==> src/rtl/drsstc_pkg.sv <==
// Shared types and defaults for the DRSSTC bridge driver blocks.
package drsstc_pkg;

    // Bridge controller states.
    typedef enum logic [2:0] {
        StOff,
        StDead,
        StPos,
        StNeg,
        StFault
    } state_e;

    // 100 ns dead time and 200 ns minimum on-time at 100 MHz.
    localparam int unsigned DefDeadCyc  = 10;
    localparam int unsigned DefMinOnCyc = 20;

    // Counter width wide enough for the larger interval, plus one bit of headroom.
    function automatic int unsigned cnt_width(input int unsigned a, input int unsigned b);
        return $clog2((a > b) ? a : b) + 1;
    endfunction

endpackage

==> src/rtl/sync2.sv <==
// Two-flop synchronizer for asynchronous level inputs.
module sync2 #(
    parameter int unsigned WIDTH = 1
) (
    input  logic             clk,
    input  logic             rst_n,
    input  logic [WIDTH-1:0] d,
    output logic [WIDTH-1:0] q
);

    logic [WIDTH-1:0] meta_q;
    logic [WIDTH-1:0] sync_q;

    // Shift the input through two flops; reset clears both stages.
    always_ff @(posedge clk) begin
        if (!rst_n) begin
            meta_q <= '0;
            sync_q <= '0;
        end else begin
            meta_q <= d;
            sync_q <= meta_q;
        end
    end

    assign q = sync_q;

endmodule

==> src/rtl/dead_time_gen.sv <==
// Full-bridge gate sequencer with dead time, minimum on-time and latched over-current trip.
module dead_time_gen
    import drsstc_pkg::*;
#(
    parameter int unsigned DEAD_CYC   = DefDeadCyc,
    parameter int unsigned MIN_ON_CYC = DefMinOnCyc
) (
    input  logic clk,
    input  logic rst_n,
    input  logic en,
    input  logic phase,
    input  logic ocd,
    input  logic clr_fault,
    output logic a_hi,
    output logic a_lo,
    output logic b_hi,
    output logic b_lo,
    output logic fault
);

    localparam int unsigned CntW = cnt_width(DEAD_CYC, MIN_ON_CYC);
    localparam logic [CntW-1:0] DeadLoad  = CntW'(DEAD_CYC - 1);
    localparam logic [CntW-1:0] MinOnLoad = CntW'(MIN_ON_CYC - 1);

    // Gate vector order: {a_hi, a_lo, b_hi, b_lo}.
    localparam logic [3:0] GatesPos = 4'b1001;
    localparam logic [3:0] GatesNeg = 4'b0110;

    state_e          state_q, state_d;
    logic [CntW-1:0] cnt_q, cnt_d;
    logic [3:0]      gates_q, gates_d;
    logic            fault_q;
    logic            ocd_sync;
    logic            cnt_done;

    sync2 #(
        .WIDTH(1)
    ) u_ocd_sync (
        .clk  (clk),
        .rst_n(rst_n),
        .d    (ocd),
        .q    (ocd_sync)
    );

    assign cnt_done = (cnt_q == '0);

    // Next-state and interval counter; over-current trumps every other condition.
    always_comb begin
        state_d = state_q;
        cnt_d   = cnt_done ? cnt_q : cnt_q - 1'b1;
        if (ocd_sync) begin
            state_d = StFault;
            cnt_d   = '0;
        end else begin
            unique case (state_q)
                StOff: begin
                    if (en) begin
                        state_d = StDead;
                        cnt_d   = DeadLoad;
                    end
                end
                StDead: begin
                    if (cnt_done) begin
                        if (!en) begin
                            state_d = StOff;
                        end else begin
                            state_d = phase ? StPos : StNeg;
                            cnt_d   = MinOnLoad;
                        end
                    end
                end
                StPos: begin
                    // A pending exit request simply waits here until min-on expires.
                    if (cnt_done && (!en || !phase)) begin
                        state_d = StDead;
                        cnt_d   = DeadLoad;
                    end
                end
                StNeg: begin
                    if (cnt_done && (!en || phase)) begin
                        state_d = StDead;
                        cnt_d   = DeadLoad;
                    end
                end
                StFault: begin
                    cnt_d = '0;
                    if (clr_fault) begin
                        state_d = StOff;
                    end
                end
                default: begin
                    state_d = StOff;
                    cnt_d   = '0;
                end
            endcase
        end
    end

    // Decode gates from the next state so the registered gates track the state register.
    always_comb begin
        gates_d = 4'b0000;
        if (state_d == StPos) begin
            gates_d = GatesPos;
        end else if (state_d == StNeg) begin
            gates_d = GatesNeg;
        end
    end

    // State, counter and registered outputs; reset drops all gates on the same edge.
    always_ff @(posedge clk) begin
        if (!rst_n) begin
            state_q <= StOff;
            cnt_q   <= '0;
            gates_q <= 4'b0000;
            fault_q <= 1'b0;
        end else begin
            state_q <= state_d;
            cnt_q   <= cnt_d;
            gates_q <= gates_d;
            fault_q <= (state_d == StFault);
        end
    end

    assign {a_hi, a_lo, b_hi, b_lo} = gates_q;
    assign fault = fault_q;

endmodule

==> config.mk <==
export PLATFORM = sky130hd
export DESIGN_NAME = dead_time_gen
export DESIGN_NICKNAME = d
export VERILOG_FILES = /design/src/rtl/drsstc_pkg.sv /design/src/rtl/sync2.sv /design/src/rtl/dead_time_gen.sv
export SDC_FILE = /design/constraint.sdc
export NUM_CORES = 1
export LEC_CHECK = 0
export ABC_AREA = 1
export BUFFER_PORTS_ARGS = -buffer_cell sky130_fd_sc_hd__buf_4
export CORE_AREA = 5 5 47 49
export DETAILED_ROUTE_END_ITERATION = 6
export DIE_AREA = 0 0 52 54
export REMOVE_ABC_BUFFERS = 1
export SLEW_MARGIN = 30
export SYNTH_ARGS = -nofsm -noshare
export SYNTH_HDL_FRONTEND = slang
export SYNTH_SLANG_ARGS = --single-unit
==> constraint.sdc <==
create_clock -name clk -period 3 [get_ports clk]
set_input_delay 0 -clock clk [delete_from_list [all_inputs] [get_ports clk]]
set_output_delay 0 -clock clk [all_outputs]
set_load 0.005 [all_outputs]
==> results of run 1 <==
-- where the power goes --
group          internal, mW  switching (mW)  total, mW
sequential            0.220          0.0276      0.248
clock                0.0739          0.0655      0.139
combinational         0.112           0.188      0.301
total                 0.407           0.281      0.688
-- critical path: cells and delay by family (launching register included) --
kind / cells / cell delay [ns]
and+or+nand+nor: 7 / 0.69
buffers and inverters: 1 / 0.07
adders and majority gates: 1 / 0.18
DFF: 1 / 0.32
-- timing repair --
action                                 in CTS  in global routing
hold buffers                                3                  0
endpoints found under the hold margin       3                  0
gates resized for setup                     0                  0
-- logic make-up after synthesis --
logic type      count (synthesis)  synth area share, %
buf+inv                        21                 11.8
xor+xnor                        2                 2.39
flops                          14                 38.2
simple gates                   59                 39.1
compound gates                  8                 6.83
fa+ha+maj                       1                 1.71
-- stage by stage --
step           std cells  total power [mW]  setup slack [ns]  hold slack (ns)  util (%)
2_1_floorplan        103             0.491              1.77           0.0935         -
3_3_place_gp         140             0.546              1.68            0.185      45.4
3_5_place_dp         140             0.548              1.65            0.186      45.4
4_1_cts              147             0.694              1.63          0.00802      49.0
5_1_grt              147             0.753              1.45           0.0281      49.0
6_report             147             0.688              1.64          0.00242      49.0
-- area by class of cell --
| cell class | count | area [µm²] | share of cell area, % |
|---|---|---|---|
| sequential | 14 | 280 | 31.4 |
| timing repair buffer | 13 | 105 | 11.8 |
| clock buffer | 4 | 36.3 | 4.06 |
| tap | 27 | 33.8 | 3.78 |
| multi-input combinational | 70 | 367 | 41.0 |
| inverter | 19 | 71.3 | 7.98 |
-- state kept, by name (all words and copies together), names as in the netlist --
signal,cells
gates_q,2
fault,1
u_ocd_sync.q,1
cnt_q,6
u_ocd_sync.meta_q,1
state_q,3
-- layer usage --
metal  vias up  track usage (%)
met4         0             5.24
met2        10             23.2
li1        353                -
met3         2             3.60
met1       287             12.7
met5         -                0
-- final timing paths --
check                         start            to  slack, ns  cells past startpoint
setup / recovery           cnt_q[0]    gates_q[1]       1.64                      9
setup reg to reg           cnt_q[0]    gates_q[1]       1.64                      9
hold / removal            clr_fault    state_q[2]      0.002                      4
hold reg to reg   u_ocd_sync.meta_q  u_ocd_sync.q       0.42                      2
-- placed cells by master, fill, tap and decap left out --
master         netlist  final
clkbuf_4             0      3
nand2_1             30     30
inv_2                3      3
a21oi_2              1      1
clkbuf_8             0      1
nor2_2               5      5
a21oi_1              3      3
inv_1               14     14
nor2_1               7      7
nor3_1               1      1
a211oi_1             1      1
nand3b_1             1      1
a31oi_1              1      1
dlygate4sd3_1        0      3
o21ai_0              1      1
xor2_1               2      2
o211ai_1             1      1
nor2_4               1      1
ha_1                 1      1
nor3_2               2      2
buf_4                2     10
nand2_2              1      1
clkinv_1             2      2
nand3_2              2      2
or2_2                1      1
dfxtp_1             14     14
nand3_1              8      8
==> summary.md, run 1 <==
| Metric | Value |
|---|---|
| Outcome | `finished clean` |
| Avg WL per Cell | `9.78 µm` |
| CP Launch Type | `flop` |
| Post-route ant nets | `0` |
| Top-count cell post-synth | `nand2_1` |
| Post-route cell area | `between 800 and 900 µm²` |
| P&R area growth vs syn | `21.8%` |
| #FFs+latches synth | `14` |
| Layout cells sized above 1 | `between 20% and 30%` |
| ANT cells | `0` |
| Critical Path Sink Type | `flop` |
| Unique masters post-synth | `24` |
| Worst-margin pin slew | `between 0.3 and 0.4 ns` |
| Data arrival, critical path | `~1.6 ns` |
| Vias in the first global route | `634` |
| I/O Buffers | `10` |
| Post-CTS setup buffers | `0` |
| Max-Cap Viols | `0` |
| WL met2 | `761 µm` |
| Relative slew margins | `between 70% and 80%` |
| Die Wd | `52 µm` |
| Routed wl met3 | `approximately 41 µm` |
| Clk buf depth | `2` |
| CP max-delay cell | `dfxtp_1` |
| Initial antenna violation count | `0` |
| Unrepaired setup endpoints after global routing | `false` |
| Clock sinks | `14` |
| Root buf cell | `clkbuf_4` |
| Total Neg Setup Slack | `0 ns` |
| DRT Wirelength | `around 1400 µm` |
| Post-synth top cells | `nand2_1, dfxtp_1, inv_1` |
| Worst-case clock skew | `~0.0011 ns` |
| Initial DRC Count | `8` |
| Via density per instance | `4.44` |
| Initial core utilization | `about two fifths` |
| Type of the worst min-delay path | `in -> reg` |
| Leak | `around 0.45 nW` |
| CTS tree | `done` |
| Final setup vio count | `0` |
| Tot GR Track Use | `between 10 and 15%` |
| Cells after Synth | `105` |
| Final Max Slew Viols | `0` |
| # fillers | `191` |
| Synthesized area | `between 700 and 800 µm²` |
| CP max FO | `3` |
| Pin count of the biggest net entering global routing | `9` |
| Htree depth | `1` |
| Post-synth EDFFs | `0` |
| GPL Wtd Cong | `approximately 0.8` |
| Met1 Wirelength | `between 600 and 700 µm` |
| Number of I/O pins | `11` |
| Top cells by area, synth | `dfxtp_1, nand2_1, inv_1, nand3_1, nor2_2` |
| DRC | `0` |
| PwrDens | `770 nW/µm²` |
| Ys flop type | `dfxtp_1` |
| First-pass GRT wire length | `2500 µm` |
| Seq/Total Area, Yosys | `approximately two fifths` |
| First-pass DRT Iterations | `4` |
| DR vias | `roughly 650` |
| Synth area leader | `dfxtp_1` |
| Async set or reset register ratio after synthesis | `0%` |
| GRT overflow | `0` |
| Synth warnings | `0` |
| Critical path class | `reg -> reg` |
| Post-layout min period | `1.36 ns` |
| Post-Syn Area per Cell | `about 7 µm²` |
| Post-synth top area share | `between 30% and 40%` |
| Crit path cell chain | `inv_1, ha_1, nand2_1, nor2_1, nand3_1, nand2_1, nand3_1, nand2_1, nor2_1` |
| DIE AREA | `2810 µm²` |
| CP most frequent cell | `nand2_1` |
| Placed Area | `between 800 and 900 µm²` |
| CTS buffer count | `3` |
| Top routing layer in use | `met4` |
| CP max stage delay | `approximately 0.32 ns` |
| Die height | `between 50 and 60 µm` |
| Hold Vio Cnt, Final | `0` |
| Clk pin slew, worst setup/hold paths | `0.09 ns` |
| Skew-Pair Late Insertion Delay | `between 0.2 and 0.3 ns` |
| Achievable Freq | `about 740 MHz` |
| Core area | `1820 µm²` |
| Critical Path RT | `between 3 and 4 ns` |
| Hpwl dp | `roughly 1100 µm` |
| Final worst-path cycle share | `between 40% and 50%` |
| Worst VDD drop | `~370 µV` |
| FP Rows | `16` |
| Nets@finish | `about 130` |
(Power assumes the default switching activity.)
==> run 2, diff against run 1 <==
- ABC_AREA: 1 -> 0
- clock period: 3 -> 1.1 ns (I/O delays scaled with it)
==> summary.md, run 2 <==
| Metric | Value |
|---|---|
| ANT cells | `0` |
| Grt met2 use | `between 20% and 30%` |
| GRT overflow | `0` |
| Initial antenna violation count | `0` |
| Critical Path RT | `1.31 ns` |
| Top cells by area, synth | `dfxtp_1, nor2_1, nand2_1, o21a_1, a31oi_1` |
| Critical Path Sink Type | `flop` |
| Max reg flops | `6` |
| CP max FO | `5` |
| Largest regs | `cnt_q: 6 flops, state_q: 3 flops, gates_q: 2 flops` |
| #FFs+latches synth | `14` |
| Worst-margin pin slew | `slightly above 0.4 ns` |
| Post-route ant nets | `0` |
| Die Wd | `about 52 µm` |
| GPL Wtd Cong | `approximately 0.75` |
| Worst VDD drop | `986 µV` |
| CP max-delay cell | `or3b_4` |
| CP Launch Type | `flop` |
| Clk pin slew, worst setup/hold paths | `0.10 ns` |
| Pin count of the biggest net entering global routing | `10` |
| First-pass GRT wire length | `approximately 3200 µm` |
| CTS buffer count | `3` |
| Post-synth top area share | `a little under 40%` |
| CTS tree | `done` |
| Top Usage Layer GRT | `met2` |
| Post-layout util | `slightly below 60%` |
| Relative slew margins | `roughly 73%` |
| Achievable Freq | `roughly 610 MHz` |
| Clock sinks | `14` |
| Leak | `between 0.4 and 0.5 nW` |
| Most frequent cells in the layout | `buf_4, dfxtp_1, nor2_1` |
| Outcome | `finished, violations left` |
| Dpl cells | `132` |
| CP max stage delay | `between 0.4 and 0.5 ns` |
| Data arrival, critical path | `1.85 ns` |
| Commonest non-fill, non-tap cell in the layout | `buf_4` |
| Final instance count without filler cells | `approximately 140` |
| Final setup vio count | `10` |
| Worst-case clock skew | `roughly 0.009 ns` |
| P&R area growth vs syn | `48.5%` |
| Grt met1 use | `around 17%` |
| I/O Buffers | `10` |
| Worst path bufs/invs | `1` |
| Unique masters post-synth | `35` |
| Critical path class | `reg -> reg` |
| Post-synth top cells | `dfxtp_1, nor2_1, nand2_1` |
| Async set or reset register ratio after synthesis | `0%` |
| Total Power | `between 1.5 and 2 mW` |
| Ys flop type | `dfxtp_1` |
| Nets@finish | `122` |
| Post-synth EDFFs | `0` |
| PwrDens | `about 1800 nW/µm²` |
| CP delay by family, top | `simple AND/OR/NAND/NOR gates` |
| Htree depth | `1` |
| Type of the worst min-delay path | `in -> reg` |
| First-pass DRT Iterations | `4` |
| FP Rows | `16` |
| Synthesized area | `approximately 730 µm²` |
| Crit path cell chain | `inv_2, ha_4, or3b_4, or3_1, a221oi_2` |
| Failing checks | `setup timing` |
| Initial DRC Count | `5` |
| Post-Syn Area per Cell | `approximately 8.9 µm²` |
| DRC | `0` |
| Final worst-path cycle share | `149%` |
| Hold Vio Cnt, Final | `0` |
| Hpwl dp | `1220 µm` |
| Final Max Slew Viols | `0` |
| Most flops, register | `cnt_q` |
| DRT Wirelength | `approximately 1800 µm` |
| Cells after Synth | `82` |
| Met3 usage | `between 3 and 4%` |
| Clk buf depth | `2` |
| Die height | `54 µm` |
| Post-layout min period | `between 1.5 and 2 ns` |
| Layout cells sized above 1 | `~47%` |
| Unrepaired setup endpoints after global routing | `true` |
| Seq/Total Area, Yosys | `about two fifths` |
| Via density per instance | `approximately 5.0` |
| Tot GR Track Use | `between 10% and 20%` |
| Number of I/O pins | `11` |
| Fin Hold WS | `about 0.027 ns` |
| Max-Cap Viols | `0` |
| Root buf cell | `clkbuf_4` |
| DIE AREA | `around 2800 µm²` |
| Skew-Pair Late Insertion Delay | `about 0.29 ns` |
| Core area | `1820 µm²` |
| Final WS setup | `-0.540 ns` |
| Total Neg Setup Slack | `-4.41 ns` |
| Synth warnings | `0` |
| Vias in the first global route | `between 700 and 800` |
| Top-count cell post-synth | `dfxtp_1` |
| Initial core utilization | `between 30% and 40%` |
| Avg WL per Cell | `~13 µm` |
| Synth area leader | `dfxtp_1` |
| DR vias | `704` |
run 2: cell types whose count changed in the layout (fill, tap and decap cells not counted), sizes merged, moves of 3 or more:
cell and delta:
nand3 -9, nand2b +3, buf +21, or3 +3, o21a +3, nor2 -6
inv -12, nand2 -25
run 2: cell type report:
| cell class | count | area [µm²] |
|---|---|---|
| clock buffer | 4 | 36.3 |
| timing repair buffer | 33 | 256 |
| sequential | 14 | 284 |
| fill | 162 | 741 |
| tap | 27 | 33.8 |
| inverter | 5 | 18.8 |
| multi-input combinational | 58 | 452 |
run 2: path summary, 6_finish.rpt:
check / start / end / slack, ns / depth (start not counted)
max: cnt_q[0] / cnt_q[4] / -0.54 / 5
min: clr_fault / fault / 0.03 / 3
max reg2reg: cnt_q[0] / cnt_q[4] / -0.54 / 5
min reg2reg: u_ocd_sync.meta_q / u_ocd_sync.q / 0.44 / 1
run 2: per-stage QoR:
stage / worst slack (ns) / instance area, µm²
global placement: -0.662 / 941
CTS: -0.528 / 1050
floorplan: -0.614 / 689
detailed placement: -0.710 / 941
finish: -0.540 / 1080
global route: -0.614 / 1080
run 2: routing by layer:
metal	vias up	part of all wire, %
met5	-	0
met4	0	1.9
met3	4	3.8
met2	17	51
met1	327	43
li1	356	-
run 2: report_power, final:
group	switching, mW	internal, mW	total, mW
Clock	0.187	0.202	0.388
Combinational	0.397	0.492	0.889
Sequential	0.0555	0.571	0.627
Total	0.639	1.26	1.90
run 2: worst reg2reg max path, cell delays in order, from the launching register on:
cell      delay [ns]
dfxtp_2         0.33
inv_2           0.07
ha_4            0.14
or3b_4          0.42
or3_1           0.37
a221oi_2        0.25
run 2: cells by family (layout without fill, tap and decap cells):
logic type | count (synthesis) | count (layout) | synth area share (%)
AND/OR/NAND/NOR | 31 | 32 | 23.0
AO/OA/AOI/OAI | 20 | 20 | 22.7
XOR/XNOR | 4 | 4 | 4.81
adder cells (fa/ha/maj) | 1 | 1 | 1.72
buffers and inverters | 11 | 42 | 7.90
multiplexers | 1 | 1 | 1.37
flip-flops | 14 | 14 | 38.5
run 2: repair_timing:
action / 4_1_cts / 5_1_grt
gates resized for setup: 13 / 7
hold buffers: 2 / 0
hold endpoints to repair: 4 / 0
pin swaps: 8 / 5
cloned: 1 / 0
setup endpoints to repair: 12 / 12
buffers inserted: 0 / 2
==> run 3, diff against run 2 <==
- CORE_AREA: 5 5 47 49 -> 5 5 52 54
- DIE_AREA: 0 0 52 54 -> 0 0 57 59
==> summary.md, run 3 (synthesis results as in run 2) <==
| Metric | Value |
|---|---|
| Met3 usage | `roughly 4.6%` |
| FP Rows | `17` |
| CTS buffer count | `3` |
| Post-layout util | `52.4%` |
| Root buf cell | `clkbuf_4` |
| CTS tree | `done` |
| DRC | `0` |
| Relative slew margins | `about two thirds` |
| Htree depth | `1` |
| CP max FO | `5` |
| Leak | `approximately 0.51 nW` |
| Most flops, register | `cnt_q` |
| Data arrival, critical path | `about 1.9 ns` |
| DIE AREA | `~3400 µm²` |
| Core area | `2170 µm²` |
| Die Wd | `57 µm` |
| First-pass DRT Iterations | `4` |
| Unrepaired setup endpoints after global routing | `true` |
| First-pass GRT wire length | `roughly 2900 µm` |
| Worst VDD drop | `1150 µV` |
| Hold Vio Cnt, Final | `0` |
| Skew-Pair Late Insertion Delay | `~0.27 ns` |
| Type of the worst min-delay path | `in -> reg` |
| Dpl cells | `132` |
| Initial DRC Count | `13` |
| Clk buf depth | `2` |
| Critical path class | `reg -> reg` |
| Commonest non-fill, non-tap cell in the layout | `buf_4` |
| Max-Cap Viols | `0` |
| Final Max Slew Viols | `0` |
| P_sw | `between 0.6 and 0.7 mW` |
| Clk pin slew, worst setup/hold paths | `about 0.08 ns` |
| Fin Hold WS | `between 0.03 and 0.04 ns` |
| Initial antenna violation count | `0` |
| Clk pwr share | `between 15 and 20%` |
| DR vias | `~680` |
| GRT overflow | `0` |
| Final WS setup | `-0.594 ns` |
| Top Usage Layer GRT | `met2` |
| Reg power frac | `32.3%` |
| Clock sinks | `14` |
| Die height | `between 50 and 60 µm` |
| Final instance count without filler cells | `between 100 and 150` |
| Int Power | `approximately 1.3 mW` |
| Final setup vio count | `10` |
| ANT cells | `0` |
| Critical Path Sink Type | `flop` |
| Placed Area | `slightly above 900 µm²` |
| Achievable Freq | `between 500 and 600 MHz` |
| Hpwl dp | `about 1200 µm` |
| GPL Wtd Cong | `roughly 0.85` |
| Outcome | `finished, violations left` |
| Largest regs | `cnt_q: 6 flops, state_q: 3 flops, gates_q: 2 flops` |
| P&R area growth vs syn | `56.0%` |
| DRT Wirelength | `1860 µm` |
| Post-route cell area | `1140 µm²` |
| Final worst-path cycle share | `154%` |
| PwrDens | `about 1700 nW/µm²` |
| Hold path depth | `3` |
| Post-route ant nets | `0` |
| Vias in the first global route | `roughly 660` |
| Layout cells sized above 1 | `50.4%` |
| Sw frac | `about a third` |
| Total Neg Setup Slack | `-4.80 ns` |
| Post-Place Setup Slack | `-0.738 ns` |
| Post-layout min period | `roughly 1.7 ns` |
| Nets@finish | `123` |
| Worst-case clock skew | `roughly 0.0024 ns` |
| Most frequent cells in the layout | `buf_4, dfxtp_1, nand2_1` |
| Grt met1 use | `about an eighth` |
| Total Power | `slightly below 2 mW` |
| CP Launch Type | `flop` |
| Critical Path RT | `1.27 ns` |
| FF-to-FF path depth | `6` |
| Worst-margin pin slew | `between 0.4 and 0.5 ns` |
| Tot GR Track Use | `11.4%` |
| Number of I/O pins | `11` |
| Pin count of the biggest net entering global routing | `10` |
| Grt met2 use | `20.4%` |
| Via density per instance | `4.78` |
| Logic pwr share | `between 40% and 50%` |
| Initial core utilization | `33.6%` |
| Failing checks | `setup timing` |
| Max reg flops | `6` |
| I/O Buffers | `10` |
| Avg WL per Cell | `about 13 µm` |
==> run 3: path summary, 6_finish.rpt <==
kind	from	end	slack (ns)
min reg2reg	u_ocd_sync.meta_q	u_ocd_sync.q	0.44
max	cnt_q[0]	gates_q[0]	-0.59
min	clr_fault	state_q[2]	0.04
max reg2reg	cnt_q[0]	gates_q[0]	-0.59
==> run 3: final cells by class <==
type	count	area (µm²)
clock buffers	4	36.3
fillers	206	1030
inverters	5	18.8
multi-input cells	58	500
flip-flops and latches	14	285
well taps	28	35.0
repair buffers	34	260
==> run 3: power groups by stage <==
stage / sequential (mW) / combinational, mW / clock [mW]
2_1_floorplan: 0.626 / 0.396 / 0
3_3_place_gp: 0.620 / 0.629 / 0
3_5_place_dp: 0.620 / 0.644 / 0
4_1_cts: 0.622 / 0.875 / 0.374
5_1_grt: 0.637 / 1.03 / 0.408
6_report: 0.626 / 0.953 / 0.357
==> run 3: what timing repair did <==
item / CTS / global route
hold buffers: 2 / 0
endpoints found under the hold margin: 4 / 0
resized for setup: 17 / 9
pin swaps: 15 / 8
cloned: 1 / 0
setup buffers: 3 / 1
setup endpoints to repair: 12 / 12
==> run 3: layer usage <==
| layer | vias up | share of wire [%] |
|---|---|---|
| met2 | 10 | 55 |
| met4 | 0 | 0.48 |
| li1 | 354 | - |
| met3 | 2 | 3.9 |
| met1 | 318 | 40 |
| met5 | - | 0 |
==> run 3: critical path, stage by stage (launching register included) <==
cell and delay (ns):
dfxtp_2 0.33, inv_2 0.06, ha_4 0.13, or3b_4 0.43
o211a_1 0.27, a31oi_4 0.20, o21ba_1 0.17
